[src/rtl/bit_unstuffer.sv]
// Receive-path bit unstuffer: hunts SYNC, strips stuffed zeros,
// and forwards payload bits with frame start/end pulses.
module bit_unstuffer #(
  parameter logic [7:0] SYNC_PATTERN = 8'b0000_0001,
  parameter int         STUFF_LIMIT  = 6,
  parameter int         CNT_W        = 11
) (
  input  logic clk,
  input  logic rst_n,
  input  logic abort,
  input  logic bit_en,
  input  logic d_in,
  input  logic se0,
  output logic s_out,
  output logic s_valid,
  output logic start_decode,
  output logic end_decode,
  output logic stuff_error,
  output logic align_error,
  output logic rx_active
);

  localparam int OW = $clog2(STUFF_LIMIT + 1);
  localparam logic [OW-1:0] LIMIT = OW'(STUFF_LIMIT);

  typedef enum logic [1:0] {
    IDLE,
    RECV,
    ERROR,
    EOP
  } state_e;

  state_e           state_q, state_d;
  logic [7:0]       shreg_q, shreg_d;
  logic [OW-1:0]    ones_cnt_q, ones_cnt_d;
  logic [CNT_W-1:0] bit_cnt_q, bit_cnt_d;
  logic             first_q, first_d;
  logic             s_out_q, s_out_d;
  logic             s_valid_q, s_valid_d;
  logic             start_q, start_d;
  logic             end_q, end_d;
  logic             stuff_err_q, stuff_err_d;
  logic             align_q, align_d;
  logic             rx_active_q, rx_active_d;
  logic [7:0]       shifted;

  assign shifted = {shreg_q[6:0], d_in};

  always_comb begin
    state_d     = state_q;
    shreg_d     = shreg_q;
    ones_cnt_d  = ones_cnt_q;
    bit_cnt_d   = bit_cnt_q;
    first_d     = first_q;
    s_out_d     = s_out_q;
    s_valid_d   = 1'b0;
    start_d     = 1'b0;
    end_d       = 1'b0;
    align_d     = 1'b0;
    stuff_err_d = stuff_err_q;
    rx_active_d = rx_active_q;
    if (abort) begin
      state_d     = IDLE;
      shreg_d     = '0;
      ones_cnt_d  = '0;
      bit_cnt_d   = '0;
      first_d     = 1'b0;
      s_out_d     = 1'b0;
      stuff_err_d = 1'b0;
      rx_active_d = 1'b0;
    end else if (bit_en) begin
      unique case (state_q)
        IDLE: begin
          if (se0) begin
            shreg_d = '0;
          end else begin
            shreg_d = shifted;
            if (shifted == SYNC_PATTERN) begin
              // The closing SYNC one counts toward the stuffing run
              state_d     = RECV;
              ones_cnt_d  = OW'(1);
              bit_cnt_d   = '0;
              first_d     = 1'b1;
              rx_active_d = 1'b1;
            end
          end
        end
        RECV: begin
          if (se0) begin
            if (first_q) begin
              state_d     = IDLE;
              shreg_d     = '0;
              first_d     = 1'b0;
              rx_active_d = 1'b0;
            end else begin
              state_d = EOP;
              end_d   = 1'b1;
              align_d = (bit_cnt_q[2:0] != 3'd0);
            end
          end else if (ones_cnt_q == LIMIT) begin
            if (d_in) begin
              state_d     = ERROR;
              stuff_err_d = 1'b1;
            end else begin
              ones_cnt_d = '0;
            end
          end else begin
            s_out_d   = d_in;
            s_valid_d = 1'b1;
            start_d   = first_q;
            first_d   = 1'b0;
            if (bit_cnt_q != '1) begin
              bit_cnt_d = bit_cnt_q + 1'b1;
            end
            ones_cnt_d = d_in ? ones_cnt_q + 1'b1 : '0;
          end
        end
        ERROR: begin
          if (se0) begin
            state_d = EOP;
          end
        end
        EOP: begin
          if (!se0) begin
            state_d     = IDLE;
            shreg_d     = '0;
            stuff_err_d = 1'b0;
            rx_active_d = 1'b0;
          end
        end
        default: state_d = IDLE;
      endcase
    end
  end

  always_ff @(posedge clk or negedge rst_n) begin
    if (!rst_n) begin
      state_q     <= IDLE;
      shreg_q     <= '0;
      ones_cnt_q  <= '0;
      bit_cnt_q   <= '0;
      first_q     <= 1'b0;
      s_out_q     <= 1'b0;
      s_valid_q   <= 1'b0;
      start_q     <= 1'b0;
      end_q       <= 1'b0;
      stuff_err_q <= 1'b0;
      align_q     <= 1'b0;
      rx_active_q <= 1'b0;
    end else begin
      state_q     <= state_d;
      shreg_q     <= shreg_d;
      ones_cnt_q  <= ones_cnt_d;
      bit_cnt_q   <= bit_cnt_d;
      first_q     <= first_d;
      s_out_q     <= s_out_d;
      s_valid_q   <= s_valid_d;
      start_q     <= start_d;
      end_q       <= end_d;
      stuff_err_q <= stuff_err_d;
      align_q     <= align_d;
      rx_active_q <= rx_active_d;
    end
  end

  assign s_out        = s_out_q;
  assign s_valid      = s_valid_q;
  assign start_decode = start_q;
  assign end_decode   = end_q;
  assign stuff_error  = stuff_err_q;
  assign align_error  = align_q;
  assign rx_active    = rx_active_q;

endmodule

[config.mk]
export PLATFORM = sky130hd
export DESIGN_NAME = bit_unstuffer
export DESIGN_NICKNAME = d
export VERILOG_FILES = /design/src/rtl/bit_unstuffer.sv
export SDC_FILE = /design/constraint.sdc
export NUM_CORES = 1
export LEC_CHECK = 0
export CORE_ASPECT_RATIO = 0.5
export CORE_MARGIN = 1
export CORE_UTILIZATION = 30
export CTS_CLUSTER_DIAMETER = 150
export DETAILED_ROUTE_END_ITERATION = 12
export RECOVER_POWER = 25
export SYNTH_ARGS = -nofsm -noshare
export SYNTH_HDL_FRONTEND = slang
export SYNTH_SLANG_ARGS = --single-unit
export TNS_END_PERCENT = 30
[constraint.sdc]
create_clock -name clk -period 4.2 [get_ports clk]
set_input_delay 0.84 -clock clk [delete_from_list [all_inputs] [get_ports clk]]
set_output_delay 0.84 -clock clk [all_outputs]
set_load 0.005 [all_outputs]
### Word level (Yosys, flattened, before mapping)

Index checks and enable logic that the tools add are counted.

| word-level totals | value |
|---|---|
| output and inout bits | 7 |
| logic and storage cells | 131 |
| input port bits | 6 |
| register bits after elaboration | 31 |

| operators by class | value |
|---|---|
| mux-type cells | 79 |
| add/subtract/negate cells | 2 |
| eq/ne operators | 23 |
| reductions and logical operators | 15 |

Operators by type and width:

| operator | count |
|---|---|
| 2-to-1 mux 11 bit | 7 |
| 2-to-1 mux 7 bit | 6 |
| 2-to-1 mux 1 bit | 41 |
| != test 3 bit, second input constant | 11 |
| 2-to-1 mux 3 bit | 8 |
| case mux 11 bit (2 select lines) | 1 |
| case mux 7 bit (3 select lines) | 1 |
| AND reduction 7 bit | 3 |
| 2-to-1 mux 2 bit | 10 |
| != test 4 bit, second input constant | 4 |
| AND reduction 6 bit | 2 |
| adder 11 x 1 -> 11 bit, second input constant | 1 |
| != test 11 bit, second input constant | 1 |
| AND reduction 5 bit | 2 |
| nonzero test 3 bit | 3 |
| == test 8 x 1 -> 1 bit, second input constant | 1 |
| case mux 2 bit (4 select lines) | 1 |
| case mux 3 bit (2 select lines) | 1 |
| == test 2 bit, second input constant | 2 |
| != test 2 bit, second input constant | 2 |
| case mux 1 bit (2 select lines) | 2 |
| AND reduction 4 bit | 1 |
| nonzero test 2 bit | 2 |
| nonzero test 4 bit | 1 |
| other kinds (5) | 5 |

### Longest topological paths before layout

| depth | value |
|---|---|
| depth after elaboration | 7 |
| mapped depth | 7 |
| gate-level depth less buffers | 6 |

### Least setup slack after synthesis

OpenSTA, ideal clock, no wires.

| path | value |
|---|---|
| path kind | in2reg |
| start point | in d_in |
| end point | reg bit_cnt_q[5] |
| buffers on the path | 2 |
| setup slack | 2.103 ns |
| arrival | 1.952 ns |
| stages on the path | 6 |
| data required time | 4.055 ns |
| setup time | 0.145 ns |
| cells stage by stage | buf_2 > nor4b_2 > nand3_1 > a21oi_1 > buf_4 > o211ai_1 |

| between the ends | value |
|---|---|
| word-level cells in the longest chain between the ends | 3 |

Ends and longest elaborated chain:

| what | RTL line | source |
|---|---|---|
| start: declaration | 12 | `input logic d_in,` |
| == test 8 x 1 -> 1 bit | 78 | `if (shifted == SYNC_PATTERN) begin` |
| != test 3 bit (no source line) | - |  |
| AND reduction 7 bit (no source line) | - |  |
| end signal: assignment | 154 | `bit_cnt_q <= bit_cnt_d;` |
| end: declaration | 36 | `logic [CNT_W-1:0] bit_cnt_q, bit_cnt_d;` |

No other way between the ends.
A chain may end at the register's enable or synchronous reset.

### Worst setup path in the final report

| path | value |
|---|---|
| start point | in abort |
| end point | reg bit_cnt_q[9] |

| between the ends | value |
|---|---|
| word-level cells in the longest chain between the ends | 2 |
| elaborated cells between the ends (all ways) | 9 |
| classes of those cells | eq/ne: 5; mux: 1; reduce/logical: 3 |

Ends and longest elaborated chain:

| what | RTL line | source |
|---|---|---|
| start: declaration | 10 | `input logic abort,` |
| != test 3 bit (no source line), or another cell as far along | - |  |
| AND reduction 7 bit (no source line) | - |  |

Several ways; a longest one is shown, not always the timed one.

==> results.toml <==
[run_status]
outcome = "finished, violations left"
violations = "capacitance limit, slew limit"

[finish]
nFillCells = 580
drive_gt1_share_pct = 10.10
antennaDiodeCount = 0
final_common_cell = "dfrtp_1"
instances_no_fill = 292
layout_common_cells = "dfrtp_1 (31), nand2_1 (20), inv_1 (18)"
syn2layout_area_growth_pct = 16.72
nNetsFinal = 217
final_area_um2 = 2183
fin_util_pct = 38.11

[place]
portBuffers = 12
place_area_um2 = 2031
gp_congestion = 0.8022
dp_cells = 284
dp_hpwl_mm = 2.883

[critical_path]
path_cells = "clkdlybuf4s50_1 -> nor3b_2 -> and2_0 -> a41oi_1 -> a31oi_1"
worstSetupPathType = "primary input to flip-flop"
required_ns = 4.40
reg2reg_from = "state_q[0]"
end_kind = "flip-flop"
critPathBufInv = 1
rr_worst_depth = 4
reg2reg_slack_ns = 2.07
path_max_fanout = 15
r2r_end = "bit_cnt_q[9]"
slowest_stage = "nor3b_2"
crit_end = "bit_cnt_q[9]"
crit_family = "simple AND/OR/NAND/NOR gates"
worst-path-stages = 5
cp.arrival_ns = 2.93
cpPeakStageDelay_ns = 0.71
cp-startpoint = "abort"
cp-start-kind = "primary input"

[power]
ir_worst_vdd_mv = 0.1621
power_density_nw_per_um2 = 440.6
power_leakage_nw = 0.8749

[clock_tree]
cts_max_level = 2
cts.sinks = 31
clk_pin_slew_ns = 0.05
cts-root-buf = "clkbuf_16"
cts_buffer_depth = 2
cts_resized = 0
clock_latency_ns = 0.28
ctsHoldBuffers = 0
cts_tree = "yes"
cts_setup_buffers = 0
cts_made_buffers = 5

[floorplanning]
core_um2 = 5729
dieArea_um2 = 6574
die_h_um = 57.84
rows = 19
initial_utilization_pct = 32.65
ios = 13
chipWidth_um = 113.7

[min_path]
hp-class = "flip-flop to flip-flop"

[job]
maxCapViolCount = 1

[yosys]
ys_seq_area_share_pct = 41.47
netlist_area_um2 = 1871
synthCells = 200
synth_cell_types = 51
yosys-top-cells-area = "dfrtp_1 (41%), a31oi_1 (5.4%), mux2i_1 (4.3%)"
async_flop_share_pct = 100.0
synthesis.area_per_instance_um2 = 9.353
ys_ff_latch = 31
synthFlopType = "dfrtp_1"
synth_edf_count = 0
yosysTopAreaCell = "dfrtp_1"
synth_top_area_share_pct = 41.47
yosys_warnings = 0
syn_nets = 210

[sta]
rsz0062_at_grt = "no"
fin_crit_sh_pct = 65.06
period_needed_ns = 2.733
finalHoldViolCount = 0
setup_violations = 0
tightest_slew_ns = 1.671
fin_tns_setup_ns = 0
fmax_ghz = 0.3660
slew-limit-headroom_pct = -11.37
drv_slew = 32
fin_skew_ns = 0.004482

[global_routing]
groute.usage.overall_pct = 14.11
antenna_found_initial = 0
grt_pass1_vias = 1564
grt_overflow = 0
grt_pass1_wl_mm = 7.120
grt_max_degree = 32

[drt]
firstDrtPassIters = 4
wl_mm = 4.143
routedWlPerCell_um = 14.19
drt_iter0_markers = 51
num_vias = 1570
ant_nets = 0
via_per_inst = 5.377
drc = 0
[power by group]
| group | switching (W) | total, W | internal (W) | leakage (nW) |
|---|---|---|---|---|
| Sequential | 0.0000451 | 0.000369 | 0.000324 | 0.427 |
| Clock | 0.000123 | 0.000375 | 0.000252 | 0.0772 |
| Combinational | 0.000123 | 0.000218 | 0.0000947 | 0.370 |
| Total | 0.000292 | 0.000962 | 0.000670 | 0.875 |
[worst register-to-register path: cells and delay by family, from the launching register on]
| kind | cells | cell delay [ns] |
|---|---|---|
| flops | 1 | 0.61 |
| compound gates | 2 | 0.34 |
| simple gates | 2 | 1.12 |
[sequential cells by signal, indices dropped and copies added, names as in the netlist]
signal / cells
start_decode: 1
state_q: 2
s_valid: 1
ones_cnt_q: 3
s_out: 1
bit_cnt_q: 11
rx_active: 1
stuff_error: 1
end_decode: 1
first_q: 1
align_error: 1
shreg_q: 7
[per-layer routing]
| metal | track usage (%) | up-vias | share of wire, % |
|---|---|---|---|
| met5 | 0 | - | 0 |
| met4 | 9.023 | 0 | 2.6 |
| met3 | 3.033 | 9 | 4.3 |
| met2 | 23.61 | 42 | 49 |
| met1 | 16.93 | 760 | 44 |
| li1 | - | 759 | - |
[cell usage after synthesis, types with 2 or more instances]
library cell,n
clkbuf_1,6
ha_1,4
and3_1,4
buf_2,4
and3_2,2
a21oi_1,3
nor2b_1,3
a31oi_1,16
a41oi_1,3
a311oi_1,2
inv_1,18
nand2_1,20
o21ai_0,6
a211o_1,4
mux2i_1,8
buf_6,2
a211oi_1,2
nand3_1,10
o211ai_1,7
buf_4,3
a21boi_0,2
o31ai_1,3
nand4_1,4
dfrtp_1,31
nor4_1,2
and2_1,5
and4_1,2
[logic make-up (layout without fill, tap and decap cells)]
logic type / count (synthesis) / in the layout / share of synthesized area, %
adder cells (fa/ha/maj): 4 / 4 / 2.676
multiplexers: 9 / 9 / 4.883
buffers and inverters: 33 / 41 / 8.294
AO/OA/AOI/OAI: 58 / 58 / 22.07
flip-flops: 31 / 31 / 41.47
AND/OR/NAND/NOR: 65 / 65 / 20.60
[cell type report]
cell class / count / area (um2) / share of cell area (%)
Sequential cell: 31 / 775.7 / 35.53
Timing Repair Buffer: 15 / 138.9 / 6.361
Clock buffer: 8 / 156.4 / 7.163
Inverter: 18 / 67.56 / 3.095
Tap cell: 84 / 105.1 / 4.814
Multi-Input combinational cell: 136 / 939.7 / 43.04
[metrics by stage]
step | hold WS (ns) | total power [W] | setup WS [ns]
3_3_place_gp | 0.4708 | 0.0005846 | 1.201
2_1_floorplan | 0.4453 | 0.0005301 | 2.103
6_report | 0.4916 | 0.0009621 | 1.467
4_1_cts | 0.4975 | 0.0009704 | 1.491
3_5_place_dp | 0.4863 | 0.0005898 | 1.213
5_1_grt | 0.5082 | 0.001014 | 1.282
[worst min-delay path by stage]
stage                      start      endpoint  slack [ns]  depth (start not counted)
floorplan           bit_cnt_q[9]  bit_cnt_q[9]        0.45                          1
detailed placement     rx_active     rx_active        0.49                          1
global route           rx_active     rx_active        0.51                          1
CTS                    rx_active     rx_active        0.50                          1
finish                 rx_active     rx_active        0.49                          1
global placement       rx_active     rx_active        0.47                          1
(Power assumes the default switching activity.)
